<file path="src/rtl/status_sync_filter_pkg.sv">
// =============================================================================
// Module   : status_sync_filter_pkg
// Brief    : Shared defaults and helpers for the status synchroniser/filter.
// Revision : 1.0
// =============================================================================
`default_nettype none

package status_sync_filter_pkg;

    localparam int c_sync_stages_default   = 3;
    localparam int c_stable_cycles_default = 4;
    localparam int c_coal_w                = 16;

    // Channel index width, never narrower than one bit.
    function automatic int ch_idx_w(input int n);
        return (n > 1) ? $clog2(n) : 1;
    endfunction

endpackage

`default_nettype wire

</file>
<file path="src/rtl/status_sync_filter_ch.sv">
// =============================================================================
// Module   : status_sync_filter_ch
// Brief    : One channel: bitwise synchroniser, stability filter, status reg.
// Revision : 1.0
// =============================================================================
`default_nettype none

module status_sync_filter_ch
    import status_sync_filter_pkg::*;
#(
    parameter int WIDTH         = 2,
    parameter int SYNC_STAGES   = c_sync_stages_default,
    parameter int STABLE_CYCLES = c_stable_cycles_default
) (
    input  logic             clk,
    input  logic             rst,
    input  logic [WIDTH-1:0] i_async,
    output logic [WIDTH-1:0] o_status,
    output logic             o_status_ok,
    output logic             o_upd
);

    localparam int               CNT_W   = $clog2(STABLE_CYCLES + 1);
    localparam logic [CNT_W-1:0] CNT_MAX = CNT_W'(STABLE_CYCLES - 1);

    (* ASYNC_REG = "TRUE" *) logic [WIDTH-1:0] sync_q [SYNC_STAGES];
    logic [WIDTH-1:0] sync_d [SYNC_STAGES];

    logic [WIDTH-1:0] cand_q, cand_d;
    logic [CNT_W-1:0] cnt_q, cnt_d;
    logic [WIDTH-1:0] status_q, status_d;
    logic             ok_q, ok_d;
    logic [WIDTH-1:0] w_sync;
    logic             w_upd;

    always_comb begin
        sync_d[0] = i_async;
        for (int i = 1; i < SYNC_STAGES; i++) begin
            sync_d[i] = sync_q[i-1];
        end
    end

    assign w_sync = sync_q[SYNC_STAGES-1];

    // A changing sample restarts the count; acceptance needs a full stable run.
    always_comb begin
        cand_d   = cand_q;
        cnt_d    = cnt_q;
        status_d = status_q;
        ok_d     = ok_q;
        w_upd    = 1'b0;
        if (w_sync != cand_q) begin
            cand_d = w_sync;
            cnt_d  = '0;
        end else if (cnt_q == CNT_MAX) begin
            ok_d = 1'b1;
            if (cand_q != status_q) begin
                status_d = cand_q;
                w_upd    = 1'b1;
            end
        end else begin
            cnt_d = cnt_q + CNT_W'(1);
        end
    end

    always_ff @(posedge clk) begin
        if (rst) begin
            for (int i = 0; i < SYNC_STAGES; i++) begin
                sync_q[i] <= '0;
            end
            cand_q   <= '0;
            cnt_q    <= '0;
            status_q <= '0;
            ok_q     <= 1'b0;
        end else begin
            sync_q   <= sync_d;
            cand_q   <= cand_d;
            cnt_q    <= cnt_d;
            status_q <= status_d;
            ok_q     <= ok_d;
        end
    end

    assign o_status    = status_q;
    assign o_status_ok = ok_q;
    assign o_upd       = w_upd;

endmodule

`default_nettype wire

</file>
<file path="src/rtl/status_sync_filter.sv">
// =============================================================================
// Module   : status_sync_filter
// Brief    : Multi-channel status synchroniser with round-robin change events.
// Revision : 1.0
// =============================================================================
`default_nettype none

module status_sync_filter
    import status_sync_filter_pkg::*;
#(
    parameter int NUM_CH        = 4,
    parameter int WIDTH         = 2,
    parameter int SYNC_STAGES   = c_sync_stages_default,
    parameter int STABLE_CYCLES = c_stable_cycles_default
) (
    input  logic                          clk,
    input  logic                          rst,
    input  logic [NUM_CH*WIDTH-1:0]       async_in,
    output logic [NUM_CH*WIDTH-1:0]       status_out,
    output logic [NUM_CH-1:0]             status_ok,
    output logic                          evt_valid,
    input  logic                          evt_ready,
    output logic [ch_idx_w(NUM_CH)-1:0]   evt_ch,
    output logic [WIDTH-1:0]              evt_value,
    output logic [c_coal_w-1:0]           coalesce_cnt
);

    localparam int CH_W = ch_idx_w(NUM_CH);

    logic [NUM_CH*WIDTH-1:0] w_status;
    logic [NUM_CH-1:0]       w_ok;
    logic [NUM_CH-1:0]       w_upd;

    generate
        for (genvar c = 0; c < NUM_CH; c++) begin : g_ch
            status_sync_filter_ch #(
                .WIDTH         (WIDTH),
                .SYNC_STAGES   (SYNC_STAGES),
                .STABLE_CYCLES (STABLE_CYCLES)
            ) u_ch (
                .clk         (clk),
                .rst         (rst),
                .i_async     (async_in[c*WIDTH +: WIDTH]),
                .o_status    (w_status[c*WIDTH +: WIDTH]),
                .o_status_ok (w_ok[c]),
                .o_upd       (w_upd[c])
            );
        end
    endgenerate

    logic [NUM_CH-1:0]   pending_q, pending_d;
    logic [CH_W-1:0]     ptr_q, ptr_d;
    logic                evt_valid_q, evt_valid_d;
    logic [CH_W-1:0]     evt_ch_q, evt_ch_d;
    logic [WIDTH-1:0]    evt_value_q, evt_value_d;
    logic [c_coal_w-1:0] coal_q, coal_d;

    logic                w_load;
    logic                w_grant_vld;
    logic [CH_W-1:0]     w_grant;
    logic [WIDTH-1:0]    w_grant_value;

    assign w_load = !evt_valid_q || evt_ready;

    always_comb begin
        w_grant_vld   = 1'b0;
        w_grant       = '0;
        w_grant_value = '0;
        for (int i = 0; i < NUM_CH; i++) begin
            for (int c = 0; c < NUM_CH; c++) begin
                if (!w_grant_vld && (c == (int'(ptr_q) + i) % NUM_CH) && pending_q[c]) begin
                    w_grant_vld = 1'b1;
                    w_grant     = CH_W'(c);
                end
            end
        end
        for (int c = 0; c < NUM_CH; c++) begin
            if (w_grant == CH_W'(c)) begin
                w_grant_value = w_status[c*WIDTH +: WIDTH];
            end
        end
    end

    // Grant clears first so a same-edge update on the granted channel re-arms it.
    always_comb begin
        pending_d   = pending_q;
        ptr_d       = ptr_q;
        evt_valid_d = evt_valid_q;
        evt_ch_d    = evt_ch_q;
        evt_value_d = evt_value_q;
        coal_d      = coal_q;
        if (w_load) begin
            evt_valid_d = w_grant_vld;
            if (w_grant_vld) begin
                evt_ch_d    = w_grant;
                evt_value_d = w_grant_value;
                ptr_d       = (int'(w_grant) == NUM_CH - 1) ? '0 : w_grant + CH_W'(1);
            end
        end
        for (int c = 0; c < NUM_CH; c++) begin
            if (w_load && w_grant_vld && (w_grant == CH_W'(c))) begin
                pending_d[c] = 1'b0;
            end
            if (w_upd[c]) begin
                if (pending_q[c] && !(w_load && w_grant_vld && (w_grant == CH_W'(c)))
                        && (coal_d != '1)) begin
                    coal_d = coal_d + c_coal_w'(1);
                end
                pending_d[c] = 1'b1;
            end
        end
    end

    always_ff @(posedge clk) begin
        if (rst) begin
            pending_q   <= '0;
            ptr_q       <= '0;
            evt_valid_q <= 1'b0;
            evt_ch_q    <= '0;
            evt_value_q <= '0;
            coal_q      <= '0;
        end else begin
            pending_q   <= pending_d;
            ptr_q       <= ptr_d;
            evt_valid_q <= evt_valid_d;
            evt_ch_q    <= evt_ch_d;
            evt_value_q <= evt_value_d;
            coal_q      <= coal_d;
        end
    end

    assign status_out   = w_status;
    assign status_ok    = w_ok;
    assign evt_valid    = evt_valid_q;
    assign evt_ch       = evt_ch_q;
    assign evt_value    = evt_value_q;
    assign coalesce_cnt = coal_q;

endmodule

`default_nettype wire
</file>
<file path="config.mk">
export PLATFORM = sky130hd
export DESIGN_NAME = status_sync_filter
export DESIGN_NICKNAME = d
export VERILOG_FILES = /design/src/rtl/status_sync_filter_pkg.sv /design/src/rtl/status_sync_filter_ch.sv /design/src/rtl/status_sync_filter.sv
export SDC_FILE = /design/constraint.sdc
export NUM_CORES = 1
export LEC_CHECK = 0
export CORE_MARGIN = 2
export CORE_UTILIZATION = 58
export DETAILED_ROUTE_END_ITERATION = 12
export GPL_ROUTABILITY_DRIVEN = 0
export HOLD_SLACK_MARGIN = 0.1
export PLACE_DENSITY = 0.79
export SLEW_MARGIN = 10
export SYNTH_ARGS = -nofsm -noshare
export SYNTH_HDL_FRONTEND = slang
export SYNTH_SLANG_ARGS = --single-unit
export TNS_END_PERCENT = 10
</file>
<file path="constraint.sdc">
create_clock -name clk -period 7.9 [get_ports clk]
set_input_delay 1.58 -clock clk [delete_from_list [all_inputs] [get_ports clk]]
set_output_delay 1.58 -clock clk [all_outputs]
set_load 0.05 [all_outputs]
</file>
==> metrics.md <==
| Metric | Value |
|---|---|
| Remaining Overflow, GRT | `0` |
| Buf+Inv Stages, Crit Path | `4` |
| Yosys reg bits | `83` |
| Post-DP HPWL | `11000 um` |
| Layout cells sized above 1 | `8.27%` |
| Final ANT Viol Nets | `0` |
| CP dominant cell by count | `xnor2_1` |
| Syn Nets | `736` |
| Initial Utilization | `59.0%` |
| Largest net degree at the start of global routing | `64` |
| Ys async rst share | `0%` |
| Die Span Y | `103 um` |
| # diodes | `0` |
| Final TNS setup | `0 ns` |
| MaxCap Viol Count | `0` |
| Initial antenna violation count | `0` |
| Post-synth EDFFs | `0` |
| Via count | `5445` |
| Number of port buffers | `43` |
| Area growth syn-to-layout | `11.6%` |
| Final Util | `65.8%` |
| Leakage | `2.25 nW` |
| Most common cell after layout, fill and taps aside | `dfxtp_1` |
| R2r setup slk | `0.69 ns` |
| Via density per instance | `6.25` |
| Yosys warnings | `0` |
| Cell area after layout | `6380 um2` |
| WL/cell | `17.0 um` |
| Die width | `103 um` |
| Final setup violation count | `0` |
| Sequential element share of the synthesized area | `29.1%` |
| Global Route Usage Sum | `28.6%` |
| Inserted Clock Buffers | `9` |
| Post-synth top flop | `dfxtp_1` |
| Most frequent cells in the layout | `dfxtp_1 (83), nor2_1 (78), nand2_1 (56)` |
| Avg Cell Area, Syn | `8.05 um2` |
| Crit path max fanout | `15` |
| Placed Cells incl. Taps | `855` |
| Hold crit path type | `flip-flop to flip-flop` |
| Core ar. | `9680 um2` |
| TritonCTS Sinks | `83` |
| H-tree depth | `3` |
| Worst slew pin tran | `1.03 ns` |
| WS Path Type | `input port to flip-flop` |
| Clock skew | `0.0130 ns` |
| Wirelength, routed | `14800 um` |
| Worst setup SP type | `input port` |
| Crit-path leading delay family | `compound AO/OA/AOI/OAI gates` |
| Initial drt markers | `608` |
| PwrDens | `127 nW/um2` |
| Max Slew Vio Count | `0` |
| Clock Pin Slew Worst Setup and Hold Paths | `0.09 ns` |
| Worst rel slew slack | `29.5%` |
| Post-CTS Setup Inserts | `0` |
| Post-CTS Hold Buffers | `0` |
| Post-Syn Instances | `710` |
| Ports | `44` |
| CP max stage cell | `a311oi_1` |
| Std-Cell Rows | `36` |
| Placed inst area | `6180 um2` |
| Arr. time, crit path | `7.75 ns` |
| CTS root buf | `clkbuf_8` |
| Required time of the critical path | `8.16 ns` |
| Post-synthesis cell area | `5710 um2` |
| Final hold vios | `0` |
| Post-Layout Cell Count | `871` |
| DIE AREA | `10700 um2` |
| Clk Latency, worst-skew pair | `0.37 ns` |
| Max stage delay on crit path | `0.56 ns` |
| First-pass iteration count of the detailed router | `6` |
| RSZ-0062 raised after global routing | `false` |
| Number of global-route vias before repair | `5129` |
| Post-layout net count | `759` |
| Maximum clock rate | `0.134 GHz` |
| CTS tree | `built` |
| Remaining DRCs | `0` |
| Number of fill cells | `793` |
| Min Tclk post-route | `7.49 ns` |
| Cell Chain, Critical Path | `clkdlybuf4s50_1 > nand2b_1 > a221o_1 > buf_4 > nor3_2 > xnor2_1 > inv_1 > ha_1 > a21boi_1 > nand2_1 > o21ai_1 > xnor2_1 > ha_1 > nand3_1 > a311oi_1 > nand4_1 > xnor2_1 > buf_4 > and4_2 > a211oi_2 > and3_1 > mux2_1` |
| Final Cycle Share | `94.7%` |
| Global-route wire length before repair | `24000 um` |
| Max clock buf depth | `2` |
| Post-cts sizing count | `0` |
| Distinct cells, synth | `86` |
| CP Capture Type | `flip-flop` |
| Outcome | `finished, final reports clean` |
| Peak VDD IR | `0.130 mV` |
## final timing paths
kind | start | end | depth (start not counted)
setup / recovery | evt_ready | coalesce_cnt[7] | 22
setup reg to reg | pending_q[0] | coalesce_cnt[7] | 27
hold / removal | g_ch[3].u_ch.sync_q[3] | g_ch[3].u_ch.w_sync[1] | 1
hold reg to reg | g_ch[3].u_ch.sync_q[3] | g_ch[3].u_ch.w_sync[1] | 1
## worst register-to-register path, cell delays in order, from the launching register on
cell	delay, ns
dfxtp_1	0.35
inv_1	0.12
nor2_1	0.07
a21oi_1	0.12
o22ai_1	0.09
a21oi_1	0.40
inv_1	0.14
ha_1	0.26
a221o_1	0.46
buf_4	0.24
nor3_2	0.34
xnor2_1	0.15
inv_1	0.11
ha_1	0.19
a21boi_1	0.38
nand2_1	0.15
o21ai_1	0.24
xnor2_1	0.30
ha_1	0.41
nand3_1	0.24
a311oi_1	0.56
nand4_1	0.19
xnor2_1	0.19
buf_4	0.17
and4_2	0.33
a211oi_2	0.36
and3_1	0.25
mux2_1	0.33
## metal layers
layer	share of wire [%]	track usage, %
met1	42	34.6
met3	6.5	4.57
met4	4.0	13.3
met5	0	0
met2	48	49.8
## cell families after synthesis
group           Yosys count  share of synthesized area (%)
compound gates          155                           20.0
buf+inv                  63                           4.84
fa+ha+maj                15                           3.29
simple gates            311                           29.4
mux                      26                           4.69
flops                    83                           29.1
xor+xnor                 57                           8.74
## cells in the mapped netlist, types with 6 or more instances
master | count | area [um2]
a21oi_1 | 33 | 165
nand2_1 | 56 | 210
or2_2 | 6 | 37.5
ha_1 | 15 | 188
clkbuf_1 | 21 | 78.8
nand4_1 | 6 | 37.5
o21ai_0 | 23 | 115
buf_4 | 6 | 45.0
buf_2 | 8 | 40.0
mux2i_1 | 20 | 200
and2_1 | 6 | 37.5
or3_1 | 15 | 93.8
nor3_1 | 27 | 135
a211oi_1 | 8 | 60.1
nor2_1 | 78 | 293
a31oi_1 | 9 | 56.3
inv_1 | 24 | 90.1
nand3_1 | 20 | 100
xnor2_1 | 29 | 254
dfxtp_1 | 83 | 1660
nor4_1 | 13 | 81.3
and3_1 | 9 | 56.3
o31ai_1 | 7 | 52.6
nor2b_1 | 38 | 238
xor2_1 | 28 | 245
## sequential cells by signal (all words and copies together), names as in the netlist
signal,count
coalesce_cnt,16
g_ch.u_ch.sync_q,16
g_ch.u_ch.cnt_q,12
g_ch.u_ch.cand_q,8
g_ch.u_ch.o_status,8
g_ch.u_ch.w_sync,8
g_ch.u_ch.o_status_ok,4
pending_q,4
evt_ch,2
evt_value,2
ptr_q,2
evt_valid,1
## final cells by class
type,instances,area [um2],area share [%]
clock buffers,10,138,2.16
clock inverters,6,52.6,0.824
inverters,24,90.1,1.41
multi-input cells,564,3780,59.3
flip-flops and latches,83,1660,26.1
well taps,133,166,2.61
repair buffers,51,485,7.61
## power breakdown
part	total [W]	internal (W)	switching [W]
logic	0.0000673	0.0000288	0.0000386
clock network	0.000298	0.000128	0.000170
registers	0.000443	0.000433	0.00000937
## through the flow
| stage | total power, W | worst slack (ns) | hold slack (ns) |
|---|---|---|---|
| floorplan | 0.000501 | 1.09 | 0.414 |
| global placement | 0.000514 | 0.306 | 0.417 |
| detailed placement | 0.000520 | -0.0325 | 0.426 |
| CTS | 0.000815 | 0.337 | 0.444 |
| global route | 0.000842 | 0.0203 | 0.460 |
| finish | 0.000808 | 0.415 | 0.444 |
Note: power is estimated with default switching activity, not from simulation.
